`config.mk`:
```
export PLATFORM = sky130hd
export DESIGN_NAME = skdecode_t0_bitbuf
export DESIGN_NICKNAME = d
export VERILOG_FILES = /design/src/rtl/abr_params_pkg.sv /design/src/rtl/abr_bit_shiftbuf.sv /design/src/rtl/skdecode_t0_bitbuf.sv
export SDC_FILE = /design/constraint.sdc
export NUM_CORES = 1
export LEC_CHECK = 0
export BUFFER_PORTS_ARGS = -buffer_cell sky130_fd_sc_hd__clkbuf_2
export CAP_MARGIN = 5
export CORE_ASPECT_RATIO = 0.8
export CORE_MARGIN = 3
export CORE_UTILIZATION = 55
export DETAILED_ROUTE_END_ITERATION = 10
export GPL_TIMING_DRIVEN = 0
export PLACE_DENSITY = 0.74
export SLEW_MARGIN = 10
export SYNTH_ARGS = -nofsm -noshare
export SYNTH_HDL_FRONTEND = slang
export SYNTH_SLANG_ARGS = --single-unit
```
`constraint.sdc`:
```
create_clock -name clk -period 5 [get_ports clk]
set_input_delay 1.25 -clock clk [delete_from_list [all_inputs] [get_ports clk]]
set_output_delay 1.25 -clock clk [all_outputs]
set_load 0.01 [all_outputs]
```
`src/rtl/abr_params_pkg.sv`:
```
// Shared ML-DSA sizing constants and the t0 bit-buffer FSM state type.
package abr_params_pkg;

    localparam int unsigned MLDSA_D           = 13;
    localparam int unsigned MLDSA_N           = 256;
    localparam int unsigned T0_WORDS_PER_POLY = (MLDSA_N * MLDSA_D) / 64;
    localparam int unsigned T0_BEATS_PER_POLY = MLDSA_N / 8;

    typedef enum logic [1:0] {
        T0_IDLE = 2'd0,
        T0_RUN  = 2'd1,
        T0_DONE = 2'd2
    } t0_bitbuf_state_e;

endpackage

```
`src/rtl/abr_bit_shiftbuf.sv`:
```
// Generic push-W / pop-P right-shifting bit buffer with a fill counter.
// Pop shifts out the low P bits first; a same-cycle push lands at the post-pop fill level.
module abr_bit_shiftbuf #(
    parameter int unsigned W     = 64,
    parameter int unsigned P     = 104,
    parameter int unsigned DEPTH = 168,
    parameter int unsigned CNT_W = $clog2(DEPTH + 1)
) (
    input  logic             clk,
    input  logic             rst_n,
    input  logic             clr_i,
    input  logic             push_i,
    input  logic [W-1:0]     din_i,
    input  logic             pop_i,
    output logic [P-1:0]     dout_o,
    output logic [CNT_W-1:0] cnt_o
);

    logic [DEPTH-1:0] sbuf_q, sbuf_d, sbuf_sh;
    logic [CNT_W-1:0] cnt_q, cnt_d, cnt_sh;

    // Bits above cnt are always zero, so an OR is enough to insert new data.
    always_comb begin
        sbuf_sh = pop_i ? (sbuf_q >> P) : sbuf_q;
        cnt_sh  = pop_i ? (cnt_q - CNT_W'(P)) : cnt_q;
        sbuf_d  = sbuf_sh;
        cnt_d   = cnt_sh;
        if (push_i) begin
            sbuf_d = sbuf_sh | ({{(DEPTH - W){1'b0}}, din_i} << cnt_sh);
            cnt_d  = cnt_sh + CNT_W'(W);
        end
    end

    always_ff @(posedge clk or negedge rst_n) begin
        if (!rst_n) begin
            sbuf_q <= '0;
            cnt_q  <= '0;
        end else if (clr_i) begin
            sbuf_q <= '0;
            cnt_q  <= '0;
        end else begin
            sbuf_q <= sbuf_d;
            cnt_q  <= cnt_d;
        end
    end

    assign dout_o = sbuf_q[P-1:0];
    assign cnt_o  = cnt_q;

endmodule

```
`src/rtl/skdecode_t0_bitbuf.sv`:
```
// Realigns 64-bit packed t0 words into 8 x 13-bit fields per beat for the t0 unpack lanes.
// Optional sticky protocol-error flag: define SKDECODE_T0_BITBUF_CHK_EN.
module skdecode_t0_bitbuf #(
    parameter int unsigned IN_W    = 64,
    parameter int unsigned MLDSA_D = 13,
    parameter int unsigned LANES   = 8,
    parameter int unsigned MLDSA_N = 256,
    parameter int unsigned POLY_W  = 4
) (
    input  logic                     clk,
    input  logic                     reset_n,
    input  logic                     zeroize,
    input  logic                     start_i,
    input  logic [POLY_W-1:0]        num_poly_i,
    input  logic                     sub_mode_i,
    input  logic [IN_W-1:0]          data_i,
    input  logic                     data_valid_i,
    output logic                     data_ready_o,
    output logic [LANES*MLDSA_D-1:0] coeff_o,
    output logic                     enable_o,
    output logic                     sub_o,
    output logic                     busy_o,
    output logic                     done_o,
    output logic                     err_o
);
    import abr_params_pkg::*;

    localparam int unsigned POP_W = LANES * MLDSA_D;
    localparam int unsigned BUF_W = POP_W + IN_W;
    localparam int unsigned CNT_W = $clog2(BUF_W + 1);
    localparam int unsigned WPP   = (MLDSA_N * MLDSA_D) / IN_W;
    localparam int unsigned BPP   = MLDSA_N / LANES;
    localparam int unsigned MAXP  = (1 << POLY_W) - 1;
    localparam int unsigned WB_W  = $clog2(WPP * MAXP + 1);
    localparam int unsigned BB_W  = $clog2(BPP * MAXP + 1);

    t0_bitbuf_state_e   state_q, state_d;
    logic [WB_W-1:0]    wbud_q, wbud_d;
    logic [BB_W-1:0]    bbud_q, bbud_d;
    logic               sub_q, sub_d;
    logic [POP_W-1:0]   coeff_q, coeff_d;
    logic               en_q;
    logic [CNT_W-1:0]   cnt;
    logic [POP_W-1:0]   pop_data;
    logic [POLY_W-1:0]  np;
    logic               run, push, pop;

    assign run  = (state_q == T0_RUN);
    assign push = run && data_valid_i && (wbud_q != '0);
    assign pop  = run && (cnt >= CNT_W'(POP_W));
    assign np   = (num_poly_i == '0) ? POLY_W'(1) : num_poly_i;

    abr_bit_shiftbuf #(
        .W     (IN_W),
        .P     (POP_W),
        .DEPTH (BUF_W),
        .CNT_W (CNT_W)
    ) u_buf (
        .clk    (clk),
        .rst_n  (reset_n),
        .clr_i  (zeroize),
        .push_i (push),
        .din_i  (data_i),
        .pop_i  (pop),
        .dout_o (pop_data),
        .cnt_o  (cnt)
    );

    always_comb begin
        state_d = state_q;
        wbud_d  = wbud_q;
        bbud_d  = bbud_q;
        sub_d   = sub_q;
        coeff_d = coeff_q;
        if (push) wbud_d = wbud_q - WB_W'(1);
        if (pop) begin
            bbud_d  = bbud_q - BB_W'(1);
            coeff_d = pop_data;
        end
        case (state_q)
            T0_IDLE: begin
                if (start_i) begin
                    state_d = T0_RUN;
                    wbud_d  = WB_W'(WPP) * WB_W'(np);
                    bbud_d  = BB_W'(BPP) * BB_W'(np);
                    sub_d   = sub_mode_i;
                end
            end
            T0_RUN:  if (pop && (bbud_q == BB_W'(1))) state_d = T0_DONE;
            T0_DONE: state_d = T0_IDLE;
            default: state_d = T0_IDLE;
        endcase
    end

    always_ff @(posedge clk or negedge reset_n) begin
        if (!reset_n) begin
            state_q <= T0_IDLE;
            wbud_q  <= '0;
            bbud_q  <= '0;
            sub_q   <= 1'b0;
            coeff_q <= '0;
            en_q    <= 1'b0;
        end else if (zeroize) begin
            state_q <= T0_IDLE;
            wbud_q  <= '0;
            bbud_q  <= '0;
            sub_q   <= 1'b0;
            coeff_q <= '0;
            en_q    <= 1'b0;
        end else begin
            state_q <= state_d;
            wbud_q  <= wbud_d;
            bbud_q  <= bbud_d;
            sub_q   <= sub_d;
            coeff_q <= coeff_d;
            en_q    <= pop;
        end
    end

    assign data_ready_o = run && (wbud_q != '0);
    assign coeff_o      = coeff_q;
    assign enable_o     = en_q;
    assign sub_o        = sub_q;
    assign busy_o       = (state_q != T0_IDLE);
    assign done_o       = (state_q == T0_DONE);

`ifdef SKDECODE_T0_BITBUF_CHK_EN
    logic err_q;

    // Any valid word that cannot be accepted is a protocol error and is dropped.
    always_ff @(posedge clk or negedge reset_n) begin
        if (!reset_n)     err_q <= 1'b0;
        else if (zeroize) err_q <= 1'b0;
        else              err_q <= err_q | (data_valid_i && !data_ready_o);
    end

    assign err_o = err_q;
`else
    assign err_o = 1'b0;
`endif

endmodule

```
; ---- Word level (Yosys, flattened, before mapping)
; Index checks and enable logic that the tools add are counted.
[totals]
ff_bits = 303
out_inout_bits = 110
[op_classes]
eq_ne = 5
n_addsub = 4
n_mux = 25
mul = 1
shift = 1
bitwise_logic = 1
n_lt_le_gt_ge = 1
reduce_logical = 14
[ops]
columns = op, count
row1 = 168-bit 2-to-1 mux, 3
row2 = 104-bit 2-to-1 mux, 2
row3 = 168-bit OR, 1
row4 = 64-bit by 8-bit left shift with 168-bit output, 1
row5 = 10-bit 2-to-1 mux, 4
row6 = 9-bit 2-to-1 mux, 4
row7 = 8-bit 2-to-1 mux, 3
row8 = 10-bit nonzero test, 1
row9 = "10-bit by 1-bit subtractor with 10-bit output, second input constant", 1
row10 = "9-bit by 1-bit equality test with 1-bit output, second input constant", 1
row11 = "9-bit by 1-bit subtractor with 9-bit output, second input constant", 1
row12 = "8-bit by 7-bit adder with 8-bit output, second input constant", 1
row13 = "8-bit by 7-bit greater-or-equal comparator with 1-bit output, second input constant", 1
row14 = "4-bit by 4-bit multiplier with 8-bit output, first input constant", 1
row15 = 2-bit nonzero test, 4
row16 = "8-bit by 7-bit subtractor with 8-bit output, second input constant", 1
row17 = 2-bit 2-to-1 mux, 3
row18 = 1-bit logical AND, 5
row19 = 4-bit logical NOT, 1
row20 = 1-bit 2-to-1 mux, 4
row21 = 4-bit 2-to-1 mux, 1
row22 = 2-bit one-hot mux with 2 select lines, 1
row23 = 2-bit AND reduction, 2
row24 = "3-bit by 2-bit != test with 1-bit output, second input constant", 1
row25 = 4 further kinds, 4

; ---- Depth between registers and ports, before layout
[depth]
ltp_word = 7
mapped_depth = 14
mapped_depth_nobuf = 14

; ---- By module
; A second synthesis with hierarchy kept.
[unflattened]
cells_unflattened = 1797
area_unflattened_um2 = 16731.0
[modules_own_cells]
columns = mod, area_per_inst_um2, cells_each, seq_area_each_um2, n_inst
row1 = abr_bit_shiftbuf, 11009.3, 1167, 4329.2, 1
row2 = skdecode_t0_bitbuf, 5721.7, 630, 3178.0, 1

; ---- Worst setup path after synthesis
; Ideal clock, no wire load.
[synth_timing]
kind = input to register
from = input num_poly_i[2]
to = register wbud_q[9]
required_ns = 4.906
n_path_buf = 0
path_stages = 14
t_arrival_ns = 3.823
setup_slack_ns = 1.083
path_cell_list = inv_1 -> ha_1 -> nand2b_1 -> or2_2 -> and2_1 -> ha_1 -> ha_1 -> ha_1 -> fa_1 -> a21o_1 -> a21oi_1 -> xnor2_1 -> nor2_1 -> a211oi_1
[synth_between]
elab_chain_len = 6
[synth_rtl]
columns = element, line_no
row1 = "start, declared", skdecode_t0_bitbuf.sv:14  ; input logic [POLY_W-1:0] num_poly_i,
row2 = 4-bit logical NOT, skdecode_t0_bitbuf.sv:51  ; assign np = (num_poly_i == '0) ? POLY_W'(1) : num_poly_i;
row3 = 4-bit 2-to-1 mux (*), skdecode_t0_bitbuf.sv:51
row4 = 4-bit by 4-bit multiplier with 8-bit output (*), skdecode_t0_bitbuf.sv:84  ; wbud_d = WB_W'(WPP) * WB_W'(np);
row5 = 10-bit 2-to-1 mux (*), skdecode_t0_bitbuf.sv:82  ; if (start_i) begin
row6 = 10-bit 2-to-1 mux (*), skdecode_t0_bitbuf.sv:80  ; case (state_q)
row7 = 10-bit 2-to-1 mux (*), skdecode_t0_bitbuf.sv:103  ; end else if (zeroize) begin
row8 = "end signal, assigned", skdecode_t0_bitbuf.sv:112  ; wbud_q <= wbud_d;
row9 = "end, declared", skdecode_t0_bitbuf.sv:38  ; logic [WB_W-1:0] wbud_q, wbud_d;
; Mark *: on every way between the ends. The rest lies on a longest branch, timed or not.
; A chain may end at the register's enable or synchronous reset.

; ---- Worst setup path in the final report
[layout_timing]
from = register u_buf.cnt_q[3], in the netlist u_buf.cnt_o[3]
to = register u_buf.sbuf_q[33]
[layout_between]
elab_chain_len = 7
word_cells_on_any_way = 9
[layout_rtl]
columns = element, line_no
row1 = "start, declared", abr_bit_shiftbuf.sv:20  ; logic [CNT_W-1:0] cnt_q, cnt_d, cnt_sh;
row2 = "start signal, assigned", abr_bit_shiftbuf.sv:43  ; cnt_q <= cnt_d;
row3 = 8-bit by 7-bit greater-or-equal comparator with 1-bit output, skdecode_t0_bitbuf.sv:50  ; assign pop = run && (cnt >= CNT_W'(POP_W));
row4 = 1-bit logical AND, skdecode_t0_bitbuf.sv:50
row5 = 8-bit 2-to-1 mux, abr_bit_shiftbuf.sv:25  ; cnt_sh = pop_i ? (cnt_q - CNT_W'(P)) : cnt_q;
row6 = 64-bit by 8-bit left shift with 168-bit output, abr_bit_shiftbuf.sv:29  ; sbuf_d = sbuf_sh | ({{(DEPTH - W){1'b0}}, din_i} << cnt_sh);
row7 = 168-bit OR, abr_bit_shiftbuf.sv:29
row8 = 168-bit 2-to-1 mux (*), abr_bit_shiftbuf.sv:28  ; if (push_i) begin
row9 = 168-bit 2-to-1 mux (*), abr_bit_shiftbuf.sv:38  ; end else if (clr_i) begin
row10 = "end signal, assigned", abr_bit_shiftbuf.sv:42  ; sbuf_q <= sbuf_d;
row11 = "end, declared", abr_bit_shiftbuf.sv:19  ; logic [DEPTH-1:0] sbuf_q, sbuf_d, sbuf_sh;
; Marked as above.

==> results.sh <==
export IMPL_irDropWorstVdd_v=0.0003084
export IMPL_critPathKind="reg -> reg"
export IMPL_reg2reg_to="u_buf.sbuf_q[33]$_DFF_PN0_"
export IMPL_failed_checks="capacitance limit"
export IMPL_yosys_area_share_xor_xnor_pct=1.200
export IMPL_synth_compound_area_share_pct=24.38
export IMPL_fp_dieH_um=158.9
export IMPL_synth_warnings=0
export IMPL_synthToLayoutAreaGrowth_pct=15.31
export IMPL_power_frac_comb_pct=12.1
export IMPL_clock_latency_ps=600
export IMPL_gr_total_overflow=0
export IMPL_finalInstanceArea_mm2=0.01852
export IMPL_synth_simple_area_share_pct=16.16
export IMPL_fin_crit_ps=4988
export IMPL_synth_edff_count=0
export IMPL_detail_route_wl_per_cell_um=31.31
export IMPL_grt_pass1_wl_mm=106.2
export IMPL_reg2reg_depth=11
export IMPL_place_area_mm2=0.01754
export IMPL_synth_seq_cells=300
export IMPL_cts_root_buf="clkbuf_16"
export IMPL_fillers=2355
export IMPL_drc=0
export IMPL_p_total_uw=5468
export IMPL_max_clock_freq_mhz=200.5
export IMPL_dp_hpwl_mm=56.04
export IMPL_hold_class="reg -> reg"
export IMPL_path_max_fanout=10
export IMPL_worstSetupEndpoint="u_buf.sbuf_q[33]$_DFF_PN0_"
export IMPL_finClkSkew_ps=14.68
export IMPL_worst_slew_pin_slew_ps=1438
export IMPL_vias=16790
export IMPL_async_flop_share_pct=100.0
export IMPL_synth_distinct_cells=80
export IMPL_synth_cells=1749
export IMPL_intPower_uw=3906
export IMPL_grt_total_usage_pct=46.07
export IMPL_grt_pass1_vias=15910
export IMPL_synth_ff_type="dfrtp_1"
export IMPL_crit_start="u_buf.cnt_o[3]$_DFF_PN0_"
export IMPL_clockPowerShare_pct=41.8
export IMPL_layout_nets=2057
export IMPL_drtIter0Drc=2464
export IMPL_cts_tree="built"
export IMPL_cp_arrival_ps=5420
export IMPL_io_pins=184
export IMPL_synth_area_leaders="dfrtp_1 (47%), nand2_1 (8.4%), a21oi_1 (4.5%)"
export IMPL_required_ps=5430
export IMPL_p_per_area_mw_per_mm2=295.2
export IMPL_period_share_pct=99.76
export IMPL_p_switching_uw=1563
export IMPL_dp_cells=2304
export IMPL_start_kind="flip-flop"
export IMPL_p_sw_share_pct=28.58
export IMPL_worst_r2r_setup_slack_ps=10
export IMPL_synth_top_family_by_area="compound AO/OA/AOI/OAI gates"
export IMPL_leakagePower_uw=0.008257
export IMPL_rsz0062_at_grt="false"
export IMPL_synth_area_mux_share_pct=5.086
export IMPL_initial_utilization_pct=56.38
export IMPL_seq_power_share_pct=46.1
export IMPL_syn_nets=1840
export IMPL_max_cap_violations=1
export IMPL_die_w_um=197.1
export IMPL_r2r_start="u_buf.cnt_o[3]$_DFF_PN0_"
export IMPL_clk_path_buf_depth=3
export IMPL_ant_nets=0
export IMPL_cts_buffers=30
export IMPL_relSlewSlack_pct=1.416
export IMPL_synth_area_per_cell_um2=9.184
export IMPL_vias_per_cell=7.121
export IMPL_cts_clk_slew_worst_paths_ps=70
export IMPL_drtPass1Iterations=6
export IMPL_grt_max_degree=112
export IMPL_globalplace_congestion=1.099
export IMPL_synth_fa_ha_area_share_pct=1.371
export IMPL_netlist_area_mm2=0.01606
export IMPL_instances_no_fill=2358
export IMPL_die_area_mm2=0.03130
export IMPL_antenna_found_initial=5
export IMPL_synth_area_leader_cell="dfrtp_1"
export IMPL_cts_sinks=300
export IMPL_core_area_mm2=0.02849
export IMPL_wirelength_mm=73.83
export IMPL_end_kind="flip-flop"
export IMPL_final_cell_mix="nand2_1 (361), dfrtp_1 (300), clkbuf_2 (180)"
export IMPL_rows=55
export IMPL_synthDominantCellAreaShare_pct=46.74
export IMPL_io_buffers=181
export IMPL_slew_viol_final=0
export IMPL_drive_above_1_share_pct=17.98
export IMPL_finalHoldViolCount=0
export IMPL_h_tree_depth=1
export IMPL_ys_seq_area_share_pct=46.74
export IMPL_finalSetupViolCount=0
export IMPL_outcome="complete, but fails checks"
export IMPL_mostFrequentLayoutCell="nand2_1"
cells in the mapped netlist, drive strengths merged (20+ instances only):
cell,instances
a32oi,43
nand2,363
clkbuf,86
a22oi,20
a21oi,145
o32ai,28
dfrtp,300
a31oi,34
mux2i,58
buf,69
nand3,43
inv,32
o21ai,59
o221ai,51
a221o,30
nor2,123
mux2,21
cells by family after synthesis:
logic type      count (synthesis)
flops                         300
simple gates                  602
other cells                     1
mux                            79
buf+inv                       187
compound gates                541
xor+xnor                       22
fa+ha+maj                      17
power by group through the flow:
stage               sequential (µW)  clock (µW)  combinational (µW)
detailed placement             2560           0                 621
global route                   2520        2360                 682
global placement               2560           0                 601
floorplan                      2540           0                 319
CTS                            2520        2260                 624
finish                         2520        2280                 664
area by class of cell:
class | instances | area (µm²) | share of cell area (%)
clock buffer | 41 | 852.1 | 4.600
tap | 370 | 462.9 | 2.499
timing repair buffer | 185 | 988.4 | 5.337
sequential | 300 | 7507 | 40.53
antenna | 2 | 5.005 | 0.02702
multi-input combinational | 1262 | 7771 | 41.96
clock inverter | 11 | 123.9 | 0.6688
buffer | 155 | 690.7 | 3.729
inverter | 32 | 120.1 | 0.6485
critical path, stage by stage (launching register included):
cell      delay, ps
dfrtp_1         550
buf_2           300
inv_2           140
clkbuf_1        320
ha_1            390
nor3b_1         430
a21o_1          280
a22o_1          510
clkbuf_1        730
nor2_1          110
a21oi_1         820
o32ai_1         210
routing by layer:
layer	up-vias	global-route usage, %	part of all wire (%)
met5	-	1.127	0.12
met4	8	20.60	5.8
met3	287	20.87	16
met2	1513	63.30	40
met1	8171	62.38	38
li1	6812	-	-
timing repair:
action                                 in CTS  in global routing
resized for setup                           0                  1
setup buffers                               0                  0
endpoints found under the hold margin       0                  0
setup endpoints to repair                   0                  1
hold buffers                                0                  0
state kept, by name, summed over array words and instances, names as in the netlist:
name	cells
enable_o	1
u_buf.sbuf_q	168
u_buf.cnt_o	5
coeff_o	104
wbud_q	10
state_q	2
sub_o	1
bbud_q	9
how the worst min path moves through the flow:
stage	from	end	slack [ps]	cells past startpoint
after floorplan	u_buf.sbuf_q[154]$_DFF_PN0_	u_buf.sbuf_q[154]$_DFF_PN0_	460	2
after global placement	u_buf.sbuf_q[152]$_DFF_PN0_	u_buf.sbuf_q[152]$_DFF_PN0_	470	2
after detailed placement	u_buf.sbuf_q[155]$_DFF_PN0_	u_buf.sbuf_q[155]$_DFF_PN0_	470	2
after CTS	u_buf.sbuf_q[155]$_DFF_PN0_	u_buf.sbuf_q[155]$_DFF_PN0_	490	2
after global routing	u_buf.sbuf_q[126]$_DFF_PN0_	u_buf.sbuf_q[126]$_DFF_PN0_	520	2
final	u_buf.sbuf_q[154]$_DFF_PN0_	u_buf.sbuf_q[154]$_DFF_PN0_	490	2
per-stage QoR:
step | setup slack [ps] | TNS [ps] | utilization (%) | hold slack, ps
2_1_floorplan | 1083 | 0 | - | 455.6
3_3_place_gp | -3569 | -1052840 | 61.19 | 469.3
3_5_place_dp | 417.9 | 0 | 61.55 | 474.7
4_1_cts | 397.4 | 0 | 64.98 | 492.7
5_1_grt | 16.35 | 0 | 64.99 | 523.7
6_report | 11.76 | 0 | 65.01 | 493.1
Power figures use the tool's default switching activity.
